File: src/rtl/bus_source_arbiter_if.sv
// Bus-source arbitration interface: request lines from the control unit in,
// one-hot grant plus mux select and status back out.
interface bus_source_arbiter_if #(
    parameter int N_REQ = 24,
    parameter int SEL_W = 5
);
    logic [N_REQ-1:0] req;
    logic [N_REQ-1:0] grant;
    logic [SEL_W-1:0] sel;
    logic             bus_busy;
    logic [3:0]       hold_count;

    // Arbiter side: samples requests, drives grant/select/status.
    modport master (
        input  req,
        output grant,
        output sel,
        output bus_busy,
        output hold_count
    );

    // Requester side: raises requests, observes grant/select/status.
    modport slave (
        output req,
        input  grant,
        input  sel,
        input  bus_busy,
        input  hold_count
    );
endinterface

File: src/rtl/bus_source_arbiter.sv
// Round-robin arbiter choosing which of the 24 bus sources drives the shared
// 32-bit datapath bus. Grant and mux select are registered together so they
// never skew; a waiting source forces rotation after MAX_HOLD owned cycles.
module bus_source_arbiter #(
    parameter int N_REQ    = 24,
    parameter int SEL_W    = 5,
    parameter int MAX_HOLD = 8,
    parameter int IDLE_SEL = 31
) (
    input  logic                 clk,
    input  logic                 clr,
    bus_source_arbiter_if.master bus
);
    localparam logic [SEL_W-1:0] IDLE_SEL_C = SEL_W'(IDLE_SEL);
    localparam logic [SEL_W-1:0] LAST_IDX_C = SEL_W'(N_REQ - 1);
    localparam logic [SEL_W:0]   N_REQ_W_C  = (SEL_W + 1)'(N_REQ);
    localparam logic [3:0]       MAX_HOLD_C = 4'(MAX_HOLD);

    typedef enum logic [0:0] {
        ST_IDLE = 1'b0,
        ST_OWN  = 1'b1
    } state_t;

    // First set bit of vec searching upward from start with wrap; returns {found, index}.
    function automatic logic [SEL_W:0] rr_pick(input logic [N_REQ-1:0] vec,
                                               input logic [SEL_W-1:0] start);
        logic             found;
        logic [SEL_W-1:0] idx;
        logic [SEL_W:0]   pos;
        found = 1'b0;
        idx   = IDLE_SEL_C;
        for (int i = 0; i < N_REQ; i++) begin
            pos = {1'b0, start} + (SEL_W + 1)'(i);
            pos = (pos >= N_REQ_W_C) ? (pos - N_REQ_W_C) : pos;
            if (!found && vec[pos[SEL_W-1:0]]) begin
                found = 1'b1;
                idx   = pos[SEL_W-1:0];
            end else begin
                found = found;
            end
        end
        return {found, idx};
    endfunction

    // One-hot vector with only bit idx set.
    function automatic logic [N_REQ-1:0] to_onehot(input logic [SEL_W-1:0] idx);
        logic [N_REQ-1:0] v;
        v      = {N_REQ{1'b0}};
        v[idx] = 1'b1;
        return v;
    endfunction

    state_t           state_r, state_s;
    logic [SEL_W-1:0] ptr_r, ptr_s;
    logic [N_REQ-1:0] grant_r, grant_s;
    logic [SEL_W-1:0] sel_r, sel_s;
    logic             busy_r, busy_s;
    logic [3:0]       hold_r, hold_s;

    logic             own_req_s;
    logic             others_s;
    logic [SEL_W-1:0] next_ptr_s;
    logic [SEL_W:0]   pick_idle_s;
    logic [SEL_W:0]   pick_next_s;

    // Owner-relative request terms and the two candidate round-robin picks.
    always_comb begin
        own_req_s = |(bus.req & grant_r);
        others_s  = |(bus.req & ~grant_r);
        if (sel_r >= LAST_IDX_C) begin
            next_ptr_s = {SEL_W{1'b0}};
        end else begin
            next_ptr_s = sel_r + {{(SEL_W-1){1'b0}}, 1'b1};
        end
        // While idle grant_r is zero so the mask is a no-op; while owning, the
        // mask keeps the current owner out of the pass that replaces it.
        pick_idle_s = rr_pick(bus.req, ptr_r);
        pick_next_s = rr_pick(bus.req & ~grant_r, next_ptr_s);
    end

    // Next-state and next-output decision for the IDLE/OWN ownership FSM.
    always_comb begin
        state_s = state_r;
        ptr_s   = ptr_r;
        grant_s = grant_r;
        sel_s   = sel_r;
        busy_s  = busy_r;
        hold_s  = hold_r;
        case (state_r)
            ST_IDLE: begin
                if (pick_idle_s[SEL_W]) begin
                    grant_s = to_onehot(pick_idle_s[SEL_W-1:0]);
                    sel_s   = pick_idle_s[SEL_W-1:0];
                    busy_s  = 1'b1;
                    hold_s  = 4'd1;
                    state_s = ST_OWN;
                end else begin
                    grant_s = {N_REQ{1'b0}};
                    sel_s   = IDLE_SEL_C;
                    busy_s  = 1'b0;
                    hold_s  = 4'd0;
                    state_s = ST_IDLE;
                end
            end
            ST_OWN: begin
                // Hand over on voluntary release, or when someone is waiting
                // and the owner has used up its burst allowance.
                if (!own_req_s || (others_s && (hold_r >= MAX_HOLD_C))) begin
                    ptr_s = next_ptr_s;
                    if (pick_next_s[SEL_W]) begin
                        grant_s = to_onehot(pick_next_s[SEL_W-1:0]);
                        sel_s   = pick_next_s[SEL_W-1:0];
                        busy_s  = 1'b1;
                        hold_s  = 4'd1;
                        state_s = ST_OWN;
                    end else begin
                        grant_s = {N_REQ{1'b0}};
                        sel_s   = IDLE_SEL_C;
                        busy_s  = 1'b0;
                        hold_s  = 4'd0;
                        state_s = ST_IDLE;
                    end
                end else if (hold_r < MAX_HOLD_C) begin
                    hold_s = hold_r + 4'd1;
                end else begin
                    hold_s = hold_r;
                end
            end
            default: begin
                grant_s = {N_REQ{1'b0}};
                sel_s   = IDLE_SEL_C;
                busy_s  = 1'b0;
                hold_s  = 4'd0;
                ptr_s   = {SEL_W{1'b0}};
                state_s = ST_IDLE;
            end
        endcase
    end

    // State, pointer and registered outputs; clr forces idle immediately.
    always_ff @(posedge clk or posedge clr) begin
        if (clr) begin
            state_r <= ST_IDLE;
            ptr_r   <= {SEL_W{1'b0}};
            grant_r <= {N_REQ{1'b0}};
            sel_r   <= IDLE_SEL_C;
            busy_r  <= 1'b0;
            hold_r  <= 4'd0;
        end else begin
            state_r <= state_s;
            ptr_r   <= ptr_s;
            grant_r <= grant_s;
            sel_r   <= sel_s;
            busy_r  <= busy_s;
            hold_r  <= hold_s;
        end
    end

    assign bus.grant      = grant_r;
    assign bus.sel        = sel_r;
    assign bus.bus_busy   = busy_r;
    assign bus.hold_count = hold_r;
endmodule

File: src/flat_wrapper.sv
// flat-port wrapper written by rule: the top's interface ports become plain ports
module bus_source_arbiter_flat 
#(
    parameter int N_REQ    = 24,
    parameter int SEL_W    = 5,
    parameter int MAX_HOLD = 8,
    parameter int IDLE_SEL = 31
)
  (clk, clr, bus_req, bus_grant, bus_sel, bus_bus_busy, bus_hold_count);
  bus_source_arbiter_if #(.N_REQ(N_REQ), .SEL_W(SEL_W)) bus_i ();
  input  logic clk;
  input  logic clr;
  input wire logic [$bits(bus_i.req)-1:0] bus_req;
  output wire logic [$bits(bus_i.grant)-1:0] bus_grant;
  output wire logic [$bits(bus_i.sel)-1:0] bus_sel;
  output wire logic [$bits(bus_i.bus_busy)-1:0] bus_bus_busy;
  output wire logic [$bits(bus_i.hold_count)-1:0] bus_hold_count;
  assign bus_i.req = bus_req;
  assign bus_grant = bus_i.grant;
  assign bus_sel = bus_i.sel;
  assign bus_bus_busy = bus_i.bus_busy;
  assign bus_hold_count = bus_i.hold_count;
  bus_source_arbiter #(.N_REQ(N_REQ), .SEL_W(SEL_W), .MAX_HOLD(MAX_HOLD), .IDLE_SEL(IDLE_SEL)) u_core (.clk(clk), .clr(clr), .bus(bus_i));
endmodule
File: config.mk
export PLATFORM = sky130hd
export DESIGN_NAME = bus_source_arbiter_flat
export DESIGN_NICKNAME = d
export VERILOG_FILES = /design/src/rtl/bus_source_arbiter_if.sv /design/src/rtl/bus_source_arbiter.sv /design/src/flat_wrapper.sv
export SDC_FILE = /design/constraint.sdc
export NUM_CORES = 1
export LEC_CHECK = 0
export BUFFER_PORTS_ARGS = -buffer_cell sky130_fd_sc_hd__buf_2
export CORE_UTILIZATION = 45
export DETAILED_ROUTE_END_ITERATION = 10
export PLACE_DENSITY = 0.7
export SYNTH_ARGS = -nofsm -noshare
export SYNTH_HDL_FRONTEND = slang
export SYNTH_SLANG_ARGS = --single-unit
File: constraint.sdc
create_clock -name clk -period 17.8 [get_ports clk]
set_clock_uncertainty 0.2 [all_clocks]
set_input_delay 0 -clock clk [delete_from_list [all_inputs] [get_ports clk]]
set_output_delay 0 -clock clk [all_outputs]
set_load 0.05 [all_outputs]
==> results of run 1 <==
[cells in the mapped netlist, drive strengths merged, types with 25 or more instances]
library cell	count
a21oi	119
mux2i	79
mux2	29
a211oi	52
buf	53
inv	60
ha	52
dfrtp	35
nor3	74
nand2	143
xnor2	42
nor4	35
and3	26
nand3	77
and2	39
mux4	52
a31oi	25
or2	27
a21o	29
o211ai	34
clkbuf	65
o22ai	28
o21ai	100
nor2b	39
nor2	119
nand4	28
[critical path, stage by stage (launching register included)]
cell,delay (ps)
dfstp_2,690
ha_1,460
xor2_1,360
nand3_2,560
clkinv_2,660
ha_1,520
inv_1,240
a211oi_1,430
or2_2,190
ha_1,170
a21o_1,140
nor3_1,90
o2111ai_1,390
o31ai_1,280
nor4_4,570
nand4_2,330
nor3_2,750
nor2b_1,360
nor4_1,90
a21oi_1,470
nand3b_1,250
nor2_1,120
a221o_1,370
[final timing paths]
path	start	endpoint	slack, ps	cells past startpoint
min in group clk	bus_req[1]	u_core.bus.hold_count[0]	260	6
worst min register to register	u_core.bus.bus_busy	u_core.bus.bus_busy	300	1
worst min-delay path	clr	u_core.bus.grant[17]	190	4
max in group asynchronous	clr	u_core.ptr_r[1]	16810	4
worst max-delay path	u_core.bus.sel[0]	u_core.bus.grant[2]	8960	22
worst max register to register	u_core.bus.sel[0]	u_core.bus.grant[2]	8960	22
[sequential cells by signal, summed over array words and instances (netlist names)]
register	cells
u_core.bus.grant	24
u_core.bus.hold_count	4
u_core.ptr_r	5
u_core.bus.sel	5
u_core.bus.bus_busy	1
u_core.state_r	1
[timing repair]
action                     CTS  global route
setup endpoints to repair    0             0
hold buffers                 1             0
hold endpoints to repair    35             0
[stage by stage]
step,utilization,hold slack [ps]
floorplan,-,14.1
global placement,0.476,-43.8
detailed placement,0.476,-40.1
CTS,0.482,200
global route,0.482,253
finish,0.482,191
[area by class of cell]
type | count | area share
Clock buffer | 5 | 0.00866
Clock inverter | 3 | 0.00329
Inverter | 66 | 0.0172
Multi-Input combinational cell | 1631 | 0.835
Sequential cell | 40 | 0.0699
Tap cell | 390 | 0.0338
Timing Repair Buffer | 82 | 0.0326
[cells in the final DEF, fill, tap and decap left out, types with 26 or more instances in the layout]
cell      Yosys  final
ha_1         52     52
mux2i_1      77     77
and2_1       38     38
nand4_1      27     27
o211ai_1     34     34
o21ai_0      94     94
nor2b_1      39     39
a211oi_1     50     50
a21o_1       29     29
nand2_1     143    143
xnor2_1      37     37
dfrtp_1      35     33
nor3_1       70     70
buf_2        35     59
o22ai_1      27     27
nor2_1      115    114
nand3_1      75     75
and3_1       26     26
inv_1        56     56
mux4_2       48     48
mux2_2       28     28
a21oi_1     116    116
nor4_1       27     27
[per-layer routing]
layer / vias to the layer above / global-route usage / part of all wire
met3: 293 / 0.0823 / 0.13
met1: 8018 / 0.525 / 0.39
li1: 7262 / - / -
met5: - / 0 / 0.00048
met2: 1302 / 0.579 / 0.41
met4: 4 / 0.226 / 0.074
[cell families (layout without fill, tap and decap cells)]
kind of cell             after synthesis  in the layout  synth area share
AND/OR/NAND/NOR                      723            723             0.286
adder cells (fa/ha/maj)               52             52            0.0470
buffers and inverters                184            156            0.0578
multiplexers                         160            160             0.168
AO/OA/AOI/OAI                        649            649             0.335
XOR/XNOR                              47             47            0.0332
flip-flops                            40             40            0.0727
==> results by group, run 1 <==
Worst hold path
  – Worst min path class: in -> async

STA
  – Slew Limit Fails: 0
  – Final Hold Viols: 0
  – Max frequency: 113 MHz
  – Worst setup margin: between 8000 and 9000 ps
  – Fin crit share: 0.497
  – Unrepaired setup endpoints after global routing: no
  – Relative slew slack: 0.0366
  – Min Tclk post-route: 8840 ps
  – Least-Margin Pin Slew: around 1400 ps
  – Final setup viols: 0
  – Setup_tns: 0 ps

Yosys
  – Net Count, Synth: between 1500 and 2000
  – Post-synth top area share: 0.0780
  – Ys async rst share: 1.00
  – Synth area leader: mux4_2
  – EDFF count, synth: 0
  – Register area share after synthesis: 0.0727
  – Synth Instances: ~1900
  – Yosys reg bits: 40
  – Synth unique cells: 117
  – Ys flop type: dfrtp_1
  – Mapped cell area: roughly 14000 um2
  – Synthesis Warnings: 0
  – Top cells by area, synth: mux4_2, dfrtp_1, mux2i_1, ha_1, a21oi_1
  – Average cell area after synthesis: between 7 and 8 um2

Worst setup path
  – Req. time, crit path: 17780 ps
  – Crit path DAT: about 9000 ps
  – Startpoint Class: register
  – Crit end category: register
  – Critical path type: reg -> reg
  – Max Fanout on Critical Path: 27

Layout
  – FILL cells: 3034
  – Post-route insts no fill: 2217
  – Design area: 14400 um2
  – Register area: roughly 1000 um2
  – Final nets: 1904
  – Share of layout cells above drive strength 1: 0.150
  – Area delta synth->final: 4.22%
  – Antenna Cells: 0
  – Multi-input logic area: around 12000 um2

Clocking
  – CTS tree: done
  – Post-CTS setup buffers: 0
  – Clock Tree Buf Depth: 2
  – H-Tree Depth: 2
  – Reg clk slew, reported paths: 70 ps
  – # resized after CTS: 0
  – Num CTS Buffers: 5
  – Clk sinks: 40
  – Latest clock arrival within the worst-skew pair: approximately 300 ps
  – CTS Root Cell: clkbuf_16

GRT
  – First-pass GRT wire length: around 94000 um
  – Largest net degree at the start of global routing: 59
  – Gr ovfl total: 0
  – Vias in the first global route: 14900
  – Initial antenna violation count: 2
  – Total Routing Usage GR: 0.392

Routing
  – Antenna-violating nets left: 0
  – Vias: 16900
  – Drt wl/cell: 28.4 um
  – DR iter-0 viols: between 2000 and 3000
  – Router iterations before antenna repair: 8
  – Vias/cell: 7.61
  – Drt drc: 0
  – WL final: between 60000 and 70000 um

Die
  – Ports: 60
  – # rows: 63
  – Die X-Extent: 177 um
  – Die ar.: 31500 um2
  – Initial Utilization: 0.463
  – Die Y: 177 um
  – Total core area: 30000 um2

Placement
  – Dpl cell area: ~14000 um2
  – DP HPWL: 48700 um
  – I/O Buffers: 59
  – Pre-CTS WS: between 9000 and 10000 ps
  – Inst Count DP: approximately 2200
  – RD Place Congestion: 1.07

Outcome
  – Outcome: complete, no violations

Job
  – Max_cap viols: 0
Power of run 1 is left out: the tool's default activity adds up to more than one toggle a clock period on the data nets, which glitch-free logic cannot reach.
==> run 2, diff against run 1 <==
Settings changed: PLACE_DENSITY 0.7 to 0.73.
Clock period 17.8 ns to 8 ns, I/O delays scaled along.
==> run 2 against run 1 <==
Core utilization grew 1.8 points. Sequential share of layout area shrank 0.25 points. Critical path type unchanged. Via count grew 1.7%. Largest cell class unchanged. Design area grew 3.8%.
==> results by group, run 2 (synthesis results as in run 1) <==
GRT
  – Total Routing Usage GR: 0.410
  – Largest net degree at the start of global routing: 47
  – Vias in the first global route: 15300
  – Gr ovfl total: 0
  – First-pass GRT wire length: 97600 um
  – Initial antenna violation count: 3

Routing
  – Drt wl/cell: 28.8 um
  – Vias: 17200
  – Router iterations before antenna repair: 6
  – Drt drc: 0
  – Antenna-violating nets left: 0
  – WL final: 66100 um
  – DR iter-0 viols: 2592
  – Vias/cell: 7.49

STA
  – Unrepaired setup endpoints after global routing: no
  – Final setup viols: 0
  – Max frequency: 131 MHz
  – Slew Limit Fails: 0
  – Fin crit share: 0.953
  – Relative slew slack: 0.158
  – Min Tclk post-route: 7630 ps
  – Final Hold Viols: 0
  – Setup_tns: 0 ps
  – Least-Margin Pin Slew: 1250 ps

Layout
  – Final nets: a little under 2000
  – Most frequent cells in the layout: nand2_1, a21oi_1, nor2_1
  – Share of layout cells above drive strength 1: 0.182
  – Commonest non-fill, non-tap cell in the layout: nand2_1
  – FILL cells: about 2900
  – Max reg flops: 24
  – Design area: 15000 um2
  – Area delta synth->final: 8.14%

Worst setup path
  – Max Fanout on Critical Path: 14
  – Req. time, crit path: 8040 ps
  – Crit path DAT: 7660 ps
  – Crit end category: register
  – Critical path type: reg -> reg
  – Startpoint Class: register

Placement
  – Dpl cell area: approximately 15000 um2
  – RD Place Congestion: 1.05
  – I/O Buffers: between 50 and 60
  – DP HPWL: 52300 um

Die
  – Ports: 60
  – Die ar.: 31500 um2
  – # rows: 63
  – Total core area: 30000 um2
  – Die Y: 177 um
  – Die X-Extent: 177 um
  – Initial Utilization: 0.463

Outcome
  – Outcome: complete, no violations

Clocking
  – Post-CTS setup buffers: 0
  – Latest clock arrival within the worst-skew pair: 290 ps
  – Clock Tree Buf Depth: 2
  – Clk sinks: 40
  – CTS Root Cell: clkbuf_16
  – Num CTS Buffers: 5
  – H-Tree Depth: 2
  – Reg clk slew, reported paths: 70 ps
  – CTS tree: done

Worst hold path
  – Worst min path class: in -> async

Job
  – Max_cap viols: 0
-- run 2: per-stage QoR --
stage	utilization	setup slack [ps]	hold slack, ps	cells
final	0.500	373	183	2291
after detailed placement	0.494	626	-32.1	2278
after floorplan	-	1030	14.1	1855
after global routing	0.500	15.8	258	2288
after global placement	0.494	630	-45.6	2278
after CTS	0.500	530	205	2287
-- run 2: path summary, 6_finish.rpt --
| check | end | from | depth (start not counted) | slack (ps) |
|---|---|---|---|---|
| hold / removal | u_core.bus.grant[16] | clr | 4 | 180 |
| setup reg to reg | u_core.bus.grant[8] | u_core.bus.sel[0] | 22 | 370 |
| min in group clk | u_core.bus.hold_count[0] | bus_req[20] | 6 | 270 |
| max in group asynchronous | u_core.ptr_r[1] | clr | 4 | 7010 |
| hold reg to reg | u_core.bus.bus_busy | u_core.bus.bus_busy | 1 | 290 |
| setup / recovery | u_core.bus.grant[8] | u_core.bus.sel[0] | 22 | 370 |
-- run 2: worst max-delay path, cell delays in order, from the launching register on --
cell and delay [ps]:
dfstp_2 730, ha_1 460, a211oi_1 130, o21ai_2 500, buf_4 290, ha_1 270, or3b_2 480, o211a_2 200
xnor2_1 470, xnor2_1 180, o22ai_1 90, a211o_1 470, or4_1 740, nor4_4 390, and3_1 310, a21oi_1 90
and4_1 250, o41ai_4 370, buf_4 200, nand2_1 130, buf_4 190, nor3_1 250, a21o_1 160
-- run 2: what timing repair did --
| item | CTS | global route |
|---|---|---|
| endpoints found under the setup margin | 0 | 2 |
| gates resized for setup | 0 | 1 |
| hold endpoints to repair | 35 | 0 |
| hold buffers | 1 | 0 |
-- run 2: layout make-up --
type,count,area (um2),area share
sequential,40,1010,0.0674
multi-input combinational,1631,12100,0.805
inverter,66,249,0.0166
clock buffer,5,125,0.00835
clock inverter,3,47.5,0.00317
timing repair buffer,152,996,0.0665
tap,390,488,0.0326
antenna,4,10.0,0.000668
-- run 2: metal layers --
layer,GRT usage,vias up,share of wire
met1,0.533,8097,0.39
met2,0.628,1379,0.42
li1,-,7404,-
met4,0.252,0,0.077
met3,0.0737,285,0.11
met5,0.00481,-,0
Power of run 2 is left out for the same reason.
